==> src/rtl/midi_pkg.sv <==
// Shared MIDI constants, receiver state encoding and status decode helper
// for the note decoder and its serial receiver.
package midi_pkg;

  localparam logic [3:0] STATUS_NOTE_OFF      = 4'h8;
  localparam logic [3:0] STATUS_NOTE_ON       = 4'h9;
  localparam logic [3:0] STATUS_PROG_CHANGE   = 4'hC;
  localparam logic [3:0] STATUS_CHAN_PRESSURE = 4'hD;

  localparam logic [7:0] REALTIME_MIN  = 8'hF8;
  localparam logic [7:0] SYSCOMMON_MIN = 8'hF0;

  typedef enum logic [2:0] {
    RX_WAIT_IDLE = 3'd0,
    RX_IDLE      = 3'd1,
    RX_START     = 3'd2,
    RX_DATA      = 3'd3,
    RX_STOP      = 3'd4
  } rx_state_t;

  // Channel messages carrying a single data byte; every other one carries two.
  function automatic logic one_data_byte(input logic [3:0] kind);
    return (kind == STATUS_PROG_CHANGE) || (kind == STATUS_CHAN_PRESSURE);
  endfunction

endpackage

==> src/rtl/midi_uart_rx.sv <==
// MIDI serial receiver: two-flop synchroniser, mid-bit sampling state machine,
// one-cycle byte_valid on a good stop bit and framing_err on a bad one.
module midi_uart_rx
  import midi_pkg::*;
#(
  parameter int BIT_CYCLES = 768
) (
  input  logic       clk,
  input  logic       rst,
  input  logic       rx,
  output logic [7:0] data,
  output logic       byte_valid,
  output logic       framing_err
);

  localparam int CW = $clog2(BIT_CYCLES);
  localparam logic [CW-1:0] CNT_LAST = CW'(BIT_CYCLES - 1);
  localparam logic [CW-1:0] CNT_HALF = CW'(BIT_CYCLES / 2);
  localparam logic [CW-1:0] CNT_ONE  = CW'(1);

  logic            rx_meta;
  logic            rx_sync;
  rx_state_t       state;
  rx_state_t       state_next;
  logic [CW-1:0]   cnt;
  logic [CW-1:0]   cnt_next;
  logic [2:0]      bit_idx;
  logic [2:0]      bit_idx_next;
  logic [7:0]      shift;
  logic [7:0]      shift_next;
  logic [7:0]      data_next;
  logic            valid_next;
  logic            ferr_next;

  // Synchroniser, state and registered outputs.
  always_ff @(posedge clk) begin
    if (rst) begin
      rx_meta     <= 1'b1;
      rx_sync     <= 1'b1;
      state       <= RX_WAIT_IDLE;
      cnt         <= '0;
      bit_idx     <= 3'd0;
      shift       <= 8'h00;
      data        <= 8'h00;
      byte_valid  <= 1'b0;
      framing_err <= 1'b0;
    end else begin
      rx_meta     <= rx;
      rx_sync     <= rx_meta;
      state       <= state_next;
      cnt         <= cnt_next;
      bit_idx     <= bit_idx_next;
      shift       <= shift_next;
      data        <= data_next;
      byte_valid  <= valid_next;
      framing_err <= ferr_next;
    end
  end

  // Next-state logic; the counter is reused as idle, half-bit and bit timer.
  always_comb begin
    state_next   = state;
    cnt_next     = cnt;
    bit_idx_next = bit_idx;
    shift_next   = shift;
    data_next    = data;
    valid_next   = 1'b0;
    ferr_next    = 1'b0;
    case (state)
      RX_WAIT_IDLE: begin
        if (!rx_sync) begin
          cnt_next = '0;
        end else if (cnt == CNT_LAST) begin
          state_next = RX_IDLE;
          cnt_next   = '0;
        end else begin
          cnt_next = cnt + CNT_ONE;
        end
      end
      RX_IDLE: begin
        cnt_next = '0;
        if (!rx_sync) begin
          state_next = RX_START;
        end else begin
          state_next = RX_IDLE;
        end
      end
      RX_START: begin
        if (cnt == CNT_HALF) begin
          cnt_next = '0;
          if (!rx_sync) begin
            state_next   = RX_DATA;
            bit_idx_next = 3'd0;
          end else begin
            state_next = RX_IDLE;
          end
        end else begin
          cnt_next = cnt + CNT_ONE;
        end
      end
      RX_DATA: begin
        if (cnt == CNT_LAST) begin
          cnt_next   = '0;
          shift_next = {rx_sync, shift[7:1]};
          if (bit_idx == 3'd7) begin
            state_next = RX_STOP;
          end else begin
            bit_idx_next = bit_idx + 3'd1;
          end
        end else begin
          cnt_next = cnt + CNT_ONE;
        end
      end
      RX_STOP: begin
        if (cnt == CNT_LAST) begin
          cnt_next = '0;
          if (rx_sync) begin
            state_next = RX_IDLE;
            data_next  = shift;
            valid_next = 1'b1;
          end else begin
            state_next = RX_WAIT_IDLE;
            ferr_next  = 1'b1;
          end
        end else begin
          cnt_next = cnt + CNT_ONE;
        end
      end
      default: begin
        state_next = RX_WAIT_IDLE;
        cnt_next   = '0;
      end
    endcase
  end

endmodule

==> src/rtl/midi_note_decoder.sv <==
// MIDI channel-voice parser: monophonic last-note-priority note/velocity/gate
// with a changeCLK strobe one cycle after every note-on update.
module midi_note_decoder
  import midi_pkg::*;
#(
  parameter int CLK_HZ     = 24000000,
  parameter int BAUD       = 31250,
  parameter int BIT_CYCLES = CLK_HZ / BAUD,
  parameter int CHANNEL    = 0,
  parameter int OMNI       = 0
) (
  input  logic       CLK24M,
  input  logic       RST,
  input  logic       midi_rx,
  output logic [6:0] note,
  output logic [6:0] velocity,
  output logic       gate,
  output logic       changeCLK,
  output logic       framing_err
);

  logic [7:0] rx_byte;
  logic       byte_valid;
  logic [7:0] status;
  logic       status_valid;
  logic       data_idx;
  logic [6:0] first_data;
  logic       change_pending;
  logic [3:0] kind;
  logic       chan_match;
  logic       note_on_hit;
  logic       note_off_hit;

  midi_uart_rx #(.BIT_CYCLES(BIT_CYCLES)) u_rx (
    .clk         (CLK24M),
    .rst         (RST),
    .rx          (midi_rx),
    .data        (rx_byte),
    .byte_valid  (byte_valid),
    .framing_err (framing_err)
  );

  assign kind        = status[7:4];
  assign chan_match  = (OMNI != 0) || (status[3:0] == 4'(CHANNEL));
  assign note_on_hit = chan_match && (kind == STATUS_NOTE_ON) && (rx_byte[6:0] != 7'd0);
  // Note-on with velocity 0 is a note-off; only the sounding key releases the gate.
  assign note_off_hit = chan_match && ((kind == STATUS_NOTE_OFF) || (kind == STATUS_NOTE_ON))
                        && (first_data == note) && gate;

  // Running-status parser and note outputs.
  always_ff @(posedge CLK24M) begin
    if (RST) begin
      status         <= 8'h00;
      status_valid   <= 1'b0;
      data_idx       <= 1'b0;
      first_data     <= 7'd0;
      note           <= 7'd0;
      velocity       <= 7'd0;
      gate           <= 1'b0;
      change_pending <= 1'b0;
      changeCLK      <= 1'b0;
    end else begin
      change_pending <= 1'b0;
      changeCLK      <= change_pending;
      if (byte_valid && (rx_byte < REALTIME_MIN)) begin
        if (rx_byte >= SYSCOMMON_MIN) begin
          status_valid <= 1'b0;
          data_idx     <= 1'b0;
        end else if (rx_byte[7]) begin
          status       <= rx_byte;
          status_valid <= 1'b1;
          data_idx     <= 1'b0;
        end else if (status_valid) begin
          if (one_data_byte(kind)) begin
            data_idx <= 1'b0;
          end else if (!data_idx) begin
            first_data <= rx_byte[6:0];
            data_idx   <= 1'b1;
          end else begin
            data_idx <= 1'b0;
            if (note_on_hit) begin
              note           <= first_data;
              velocity       <= rx_byte[6:0];
              gate           <= 1'b1;
              change_pending <= 1'b1;
            end else if (note_off_hit) begin
              gate <= 1'b0;
            end else begin
              gate <= gate;
            end
          end
        end else begin
          data_idx <= 1'b0;
        end
      end
    end
  end

endmodule

==> config.mk <==
export PLATFORM = sky130hd
export DESIGN_NAME = midi_note_decoder
export DESIGN_NICKNAME = d
export VERILOG_FILES = /design/src/rtl/midi_pkg.sv /design/src/rtl/midi_uart_rx.sv /design/src/rtl/midi_note_decoder.sv
export SDC_FILE = /design/constraint.sdc
export NUM_CORES = 1
export LEC_CHECK = 0
export BUFFER_PORTS_ARGS = -buffer_cell sky130_fd_sc_hd__buf_4
export CORE_MARGIN = 2
export CORE_UTILIZATION = 40
export CTS_BUF_LIST = sky130_fd_sc_hd__clkbuf_4
export CTS_CLUSTER_DIAMETER = 60
export DETAILED_ROUTE_END_ITERATION = 16
export HOLD_SLACK_MARGIN = 0.15
export PLACE_DENSITY = 0.59
export SLEW_MARGIN = 10
export SYNTH_ARGS = -nofsm -noshare
export SYNTH_HDL_FRONTEND = slang
export SYNTH_SLANG_ARGS = --single-unit
==> constraint.sdc <==
create_clock -name CLK24M -period 1.9 [get_ports CLK24M]
set_input_delay 0.285 -clock CLK24M [delete_from_list [all_inputs] [get_ports CLK24M]]
set_output_delay 0.285 -clock CLK24M [all_outputs]
set_load 0.01 [all_outputs]
== Word-level counts from Yosys, hierarchy flattened ==
Index checks and enable logic that the tools add are counted.
Word-level totals
  input port bits: 3
  output and inout bits: 17
  logic and storage cells: 107
  bits in registers: 70
Cells by class
  equality and inequality tests: 20
  bitwise logic cells: 8
  reduce and logical (&&, ||, !) cells: 26
  order comparisons: 2
  add/sub/neg operators: 2
  mux-type cells: 31
Operators by type and width (number)
  10-bit two-way mux: 3
  3-bit two-way mux: 10
  10-bit case mux with 3 select lines: 1
  4-bit == test, second input constant: 4
  3-bit case mux with 5 select lines: 1
  7-bit AND reduction: 2
  1-bit two-way mux: 13
  2-bit by 1-bit inequality test with 1-bit output, second input constant: 6
  6-bit AND reduction: 2
  10-bit by 1-bit adder with 10-bit output, second input constant: 1
  10-bit == test, second input constant: 1
  10-bit by 9-bit == test with 1-bit output, second input constant: 1
  8-bit greater-or-equal comparator, second input constant: 1
  8-bit less-than comparator, second input constant: 1
  1-bit inverter: 8
  7-bit == test: 1
  7-bit nonzero test: 1
  7-bit OR reduction: 1
  3-bit by 2-bit == test with 1-bit output, second input constant: 2
  3-bit == test, second input constant: 2
  1-bit logical AND: 6
  3-bit case mux with 2 select lines: 1
  3-bit AND reduction: 2
  2-bit nonzero test: 3
  11 further kinds: 15

== Depth between registers and ports, before layout ==
Gate-level depths: netlist (run 1).
  depth after elaboration: 7
  mapped depth: 7
  depth with buffers taken out: 7

== Modules after synthesis ==
Synthesis (run 1) repeated with hierarchy kept, for this count alone.
Unflattened totals
  cells, all modules: 321
  area, all modules: 3099.2 sq um
By module, submodules not included
  midi_uart_rx: times used 1, cells an instance 170, area an instance 1611.5 sq um, sequential area each 720.7 sq um
  midi_note_decoder: times used 1, cells an instance 151, area an instance 1487.7 sq um, sequential area each 680.7 sq um

== Worst setup path before layout (run 1) ==
Ideal clock, no wire load.
  kind: reg-to-reg
  from: reg status[6]
  to: reg velocity[4]
  cell stages (with the launch flop): 8
  setup time: 0.128 ns
  data arrival time: 1.834 ns
  data required time: 1.772 ns
  path buffers: 2
  slack: -0.061 ns
  clock period less this slack: 1.961 ns
  path through: dfxtp_1 -> or4_1 -> a2111oi_2 -> and3_1 -> buf_6 -> buf_12 -> mux2i_1 -> nor2_1
On the way
  cells in the longest elaborated chain, start to end: 4
  elaborated cells on any way between the ends: 8
  classes of those cells: 3 x eq/ne; 1 x bitwise; 4 x reduce/logical
Ends and longest elaborated chain
  from (decl): RTL line midi_note_decoder.sv:24  | logic [7:0] status;
  from (signal assigned): RTL line midi_note_decoder.sv:70  | status <= rx_byte;
  4-bit == test, on equally long branches: RTL line midi_note_decoder.sv:45, midi_pkg.sv:23
  1-bit logical AND / 1-bit logical OR (equally long branches): RTL line midi_note_decoder.sv:45, midi_pkg.sv:23
  1-bit logical AND / 1-bit inverter (equally long branches)
  7-bit AND reduction (no line) (*)
  to (signal assigned): RTL line midi_note_decoder.sv:83  | velocity <= rx_byte[6:0];
  to (decl): RTL line midi_note_decoder.sv:16  | output logic [6:0] velocity,
Mark *: on every way between the ends. The rest lies on a longest branch, timed or not.
A chain may end at the register's enable or synchronous reset.

== Final worst setup path (run 1) ==
  from: reg status[3]
  to: reg velocity[5]
On the way
  cells in the longest elaborated chain, start to end: 4
Ends and longest elaborated chain
  4-bit logical NOT: RTL line midi_note_decoder.sv:44  | assign chan_match = (OMNI != 0) || (status[3:0] == 4'(CHANNEL));
  1-bit logical AND (2 in series): RTL line midi_note_decoder.sv:45  | assign note_on_hit = chan_match && (kind == STATUS_NOTE_ON) && (rx_byte[6:0] != 7'd0);
  7-bit AND reduction (no line)
Every way passes these cells.

==> impl_metrics.yaml, run 1 <==
synth:
  yosys-top-cells-count: "70 x dfxtp_1, 69 x nor2_1, 41 x mux2i_1, 14 x xor2_1, 13 x clkbuf_1"
  yosys.area.top_type: "dfxtp_1"
  synth.top_cell.area_share_pct: 48.6
  ys_warn_count: 0
  synth_cells: 304
  synthTopCellsByArea: "dfxtp_1 49%, mux2i_1 14%, nor2_1 9.0%, xor2_1 4.3%, ha_1 1.7%"
  async_flop_share_pct: 0
  synth-edff-count: 0
  synth_ff_type: "dfxtp_1"
  syn_area_mm2: 0.00288
  synth.most_common_cell: "dfxtp_1"
  ys_seq_area_share_pct: 48.6
  synth_nets: 311
  avgSynthCellArea_um2: 9.48
  ys_types: 41
  ys_ff_latch: 70
floorplan:
  start_util_pct: 42.0
  ios: 20
  num_rows: 30
  core_area_mm2: 0.00687
  die_y_um: 88.9
  die_area_mm2: 0.00790
  die_w_um: 88.9
critical_path:
  cp.required_ns: 2.20
  cp_num_buf_inv: 1
  critPathMaxStageDelay_ns: 0.54
  rr_worst_depth: 6
  setup.worst_path.class: "flip-flop to flip-flop"
  crit_fanout: 8
  startpoint: "status[3]"
  crit_slowest_cell: "or4_4"
  worst_ep_arrival_time_ns: 2.30
  start_kind: "flip-flop"
  worstPathCellList: "or4_4 > a2111oi_4 > and3_4 > buf_12 > mux2i_2 > nor2_1"
  critical_path.endpoint_type: "flip-flop"
  r2r_slack_ns: -0.1
  crit_family: "simple AND/OR/NAND/NOR gates"
  r2r-start: "status[3]"
  r2r_end: "velocity[5]"
clocking:
  clk_latency_ns: 0.42
  h-tree-depth: 3
  numClockSinks: 70
  root_buffer: "clkbuf_4"
  clkTransAtPathRegs_ns: 0.12
  cts_tree: "built"
  numCtsBuffers: 9
  clockBufferDepth: 2
timing:
  fmax_mhz: 501
  tightestPinTransition_ns: 0.428
  final_max_slew_viol_count: 0
  finalSetupViolCount: 14
  min_period_ns: 2.00
  timing.hold.ws_ns: 0.243
  tns_ns: -0.956
  slew_headroom_pct: 71.4
  fin_crit_sh_pct: 105
  setup_slack_ns: -0.0967
  rsz0062_at_grt: "yes"
  finClkSkew_ns: 0.0180
  hold_viol: 0
drt:
  ant_nets: 0
  drc: 0
  dr.pass1.iters: 4
  wire_per_inst_um: 13.3
  drtIter0Drc: 106
  viasPerCell: 5.00
  vias: 2188
  routed_wl_mm: 5.82
pwr:
  vdd_drop_max_mv: 0.446
  finalPower_mw: 2.70
  power_density_mw_per_mm2: 784
  leakage_nw: 1.38
global_route:
  grt.overflow.total: 0
  grt_max_degree: 34
  antenna_found_initial: 0
  first_global_vias: 2039
  grt_usage_pct: 16.3
  grt_pass1_wl_mm: 9.81
final_layout:
  seqCellArea_mm2: 0.00140
  instances_no_fill: 438
  n_antenna_cell: 0
  drive_gt1_share_pct: 18.7
  fillers: 671
  nNetsFinal: 344
  multi_input_area_mm2: 0.00141
  area_growth_pct: 19.4
outcome:
  outcome: "complete, but fails checks"
  violations: "setup timing"
hold_path:
  hold_end: "u_rx.data[5]"
  min-delay-start: "RST"
  worstHoldPathCells: 2
  hold_path.class: "input pin to flip-flop"
run:
  cap_viol_max_count: 0
place:
  gp_congestion: 0.764
  dp_cells: 419
  hpwl_mm: 3.81
  io_buffers: 19
==> flip-flops by register name (all words and copies together) (netlist names), 7 cells and up <==
| name | count |
|---|---|
| note | 7 |
| u_rx.cnt | 10 |
| status | 8 |
| u_rx.shift | 8 |
| first_data | 7 |
| u_rx.data | 8 |
| velocity | 7 |
==> worst max path at each step <==
| stage | cells past startpoint | slack, ns | end |
|---|---|---|---|
| 3_3_place_gp | 6 | -0.06 | velocity[5] |
| 5_1_grt | 6 | -0.18 | note[5] |
| 4_1_cts | 6 | -0.07 | note[5] |
| 6_report | 6 | -0.1 | velocity[5] |
| 3_5_place_dp | 6 | -0.14 | note[5] |
| 2_1_floorplan | 7 | -0.009 | velocity[4] |
==> through the flow <==
step / util [%] / worst slack, ns / cell area (µm²)
floorplan: - / -0.00890 / 2880
global placement: 46.5 / -0.0591 / 3200
detailed placement: 46.5 / -0.143 / 3200
CTS: 49.5 / -0.0732 / 3400
global route: 50.1 / -0.182 / 3440
finish: 50.1 / -0.0967 / 3440
==> worst reg2reg max path, stage by stage, from the launching register on <==
cell and delay (ns):
dfxtp_2 0.34, or4_4 0.54, a2111oi_4 0.32, and3_4 0.27
buf_12 0.14, mux2i_2 0.22, nor2_1 0.05
==> layer usage <==
layer	share of wire [%]	GRT usage [%]	vias up
met1	52	22.7	1031
met5	0	0	-
li1	-	-	1117
met3	4.0	6.46	7
met4	1.3	4.96	0
met2	43	23.5	33
==> where the power goes <==
group	internal (mW)	leakage, nW	switching, mW
sequential	1.48	0.566	0.0137
combinational	0.0408	0.734	0.0644
clock	0.538	0.0806	0.561
total	2.06	1.38	0.639
==> cell usage in the layout (no fill, tap or decap), types with 3 or more instances in the layout <==
cell type,n
o21ai_0,4
nand2b_1,3
xor2_1,14
nor4_1,3
inv_1,3
and3_1,4
mux2i_1,40
nand3_1,8
a21oi_1,8
dfxtp_1,68
nor2_1,69
ha_1,3
nor2b_1,8
clkbuf_4,9
buf_4,35
nor3_1,6
nand4_1,5
nand2_1,9
==> layout make-up <==
| cell class | count | area share [%] |
|---|---|---|
| inverters | 3 | 0.327 |
| repair buffers | 39 | 9.56 |
| clock inverters | 7 | 2.80 |
| flip-flops and latches | 70 | 40.8 |
| multi-input cells | 214 | 41.1 |
| well taps | 96 | 3.49 |
| clock buffers | 9 | 1.96 |
==> kinds of logic (layout without fill, tap and decap cells) <==
| kind of cell | after synthesis | count (layout) | share of synthesized area [%] |
|---|---|---|---|
| xor gates and xnor gates | 15 | 15 | 4.56 |
| and+or+nand+nor | 128 | 128 | 20.9 |
| muxes | 41 | 41 | 14.2 |
| buffers and inverters | 20 | 58 | 3.52 |
| AOI/OAI and AO/OA | 26 | 26 | 6.42 |
| adders and majority gates | 4 | 4 | 1.74 |
| DFF | 70 | 70 | 48.6 |
==> what timing repair did <==
action | 4_1_cts | 5_1_grt
gates cloned | 0 | 1
resized for setup | 3 | 5
buffers inserted | 1 | 0
pin swaps | 2 | 3
hold buffers | 1 | 0
endpoints found under the setup margin | 14 | 30
hold endpoints to repair | 1 | 0
Power figures use the tool's default switching activity.
==> run 2, diff against run 1 <==
Settings changed: CTS_BUF_LIST sky130_fd_sc_hd__clkbuf_4 to unset.
==> run 2 against run 1 <==
Net effect: the run still ends with setup timing left; critical endpoint is now note[0]; register-to-register slack barely moved; worst hold slack better by 0.078 ns; via count is 2.1% lower; first-iteration DRC count shrank 3.8%; fmax is 0.48% lower; die area stayed put; final area up 1.9%; sequential power about the same; routed wire length down 0.41%.
==> impl_metrics.yaml, run 2 (synthesized netlist as in run 1, its figures left out) <==
timing:
  setup_slack_ns: -0.106
  hold_viol: 0
  slew_headroom_pct: 71.1
  tns_ns: -1.13
  tightestPinTransition_ns: 0.433
  final_max_slew_viol_count: 0
  fmax_mhz: 498
  finClkSkew_ns: 0.00948
  rsz0062_at_grt: "yes"
  fin_crit_sh_pct: 106
  timing.hold.ws_ns: 0.321
  finalSetupViolCount: 14
  min_period_ns: 2.01
hold_path:
  hold_path.class: "input pin to flip-flop"
  worstHoldPathCells: 2
clocking:
  numCtsBuffers: 9
  clk_latency_ns: 0.34
  root_buffer: "clkbuf_8"
  clkTransAtPathRegs_ns: 0.08
  clockBufferDepth: 2
  numClockSinks: 70
  h-tree-depth: 3
  cts_tree: "built"
critical_path:
  cp.required_ns: 2.13
  setup.worst_path.class: "flip-flop to flip-flop"
  worst_ep_arrival_time_ns: 2.24
  cp_num_buf_inv: 1
  worstPathCellList: "or4bb_4 > a2111oi_4 > and3_4 > buf_12 > mux2i_1 > nor2_1"
  crit_family: "simple AND/OR/NAND/NOR gates"
  critPathMaxStageDelay_ns: 0.53
  rr_worst_depth: 6
  start_kind: "flip-flop"
  crit_slowest_cell: "or4bb_4"
  critical_path.endpoint_type: "flip-flop"
  crit_cells: 6
  crit_fanout: 8
final_layout:
  final_core_util_pct: 51.1
  nNetsFinal: 344
  drive_gt1_share_pct: 19.3
  layout_common_cells: "69 x nor2_1, 68 x dfxtp_1, 40 x mux2i_1"
  n_antenna_cell: 0
  final_common_cell: "nor2_1"
  instances_no_fill: 438
  largest_reg_flops: 10
  top_register: "u_rx.cnt"
  area_growth_pct: 21.7
  stdcell_area_mm2: 0.00351
global_route:
  antenna_found_initial: 0
  first_global_vias: 2043
  grt_usage_pct: 16.5
  grt.overflow.total: 0
  grt_max_degree: 34
  grt_pass1_wl_mm: 9.86
pwr:
  p_int_mw: 2.30
  p_clk_share_pct: 46.1
  finalPower_mw: 2.96
  leakage_nw: 1.41
  p_comb_share_pct: 3.5
  vdd_drop_max_mv: 0.509
  switching_share_pct: 22.2
  p_switching_mw: 0.659
  pwr-share-seq_pct: 50.4
  power_density_mw_per_mm2: 845
place:
  gp_congestion: 0.764
  dp_slack_ns: -0.143
  dp_cells: 419
  hpwl_mm: 3.81
  placed_cell_area_mm2: 0.00320
  io_buffers: 19
floorplan:
  core_area_mm2: 0.00687
  ios: 20
  die_area_mm2: 0.00790
  num_rows: 30
  die_y_um: 88.9
  die_w_um: 88.9
  start_util_pct: 42.0
drt:
  drc: 0
  dr.pass1.iters: 4
  viasPerCell: 4.89
  vias: 2142
  drtIter0Drc: 102
  ant_nets: 0
  routed_wl_mm: 5.79
  wire_per_inst_um: 13.2
outcome:
  violations: "setup timing"
  outcome: "complete, but fails checks"
run:
  cap_viol_max_count: 0
## run 2: cell count changes in the layout (fill, tap and decap cells not counted)
cell and delta:
clkbuf_8 +10, clkbuf_4 -9, buf_4 +1, buf_6 -1, clkinv_1 -1, or4bb_1 -1
or4bb_4 +1
## run 2: power groups by stage
stage                     Sequential [mW]  Combinational (mW)  Clock, mW
after floorplan                      1.53              0.0671          0
after detailed placement             1.53               0.105          0
after global routing                 1.49               0.120       1.49
after CTS                            1.49               0.107       1.42
after global placement               1.53               0.104          0
final                                1.49               0.105       1.36
## run 2: worst paths after layout
| path | slack, ns | to | start |
|---|---|---|---|
| min | 0.32 | u_rx.data[5] | RST |
| max | -0.11 | note[0] | status[7] |
| min reg2reg | 0.42 | u_rx.rx_sync | u_rx.rx_meta |
| max reg2reg | -0.11 | note[0] | status[7] |
## run 2: cell type report
type	instances	area (µm²)
clock buffer	10	138
clock inverter	6	92.6
fill	663	3360
inverter	3	11.3
multi-input combinational	214	1420
sequential	70	1400
tap	96	120
timing repair buffer	39	325
## run 2: what timing repair did
item	4_1_cts	5_1_grt
buffers inserted	1	0
cloned	0	1
pin swaps	2	7
endpoints found under the setup margin	14	26
hold buffers	1	0
endpoints found under the hold margin	1	0
resized for setup	3	5
## run 2: worst register-to-register path, cell delays in order, from the launching register on
cell,delay (ns)
dfxtp_2,0.34
or4bb_4,0.53
a2111oi_4,0.33
and3_4,0.28
buf_12,0.14
mux2i_1,0.21
nor2_1,0.06
## run 2: layer usage
layer	global-route usage [%]	vias to the layer above	wire length, µm
li1	-	1111	-
met1	23.0	999	3040
met2	23.1	28	2490
met3	7.20	4	222
met4	4.68	0	46
met5	0	-	0
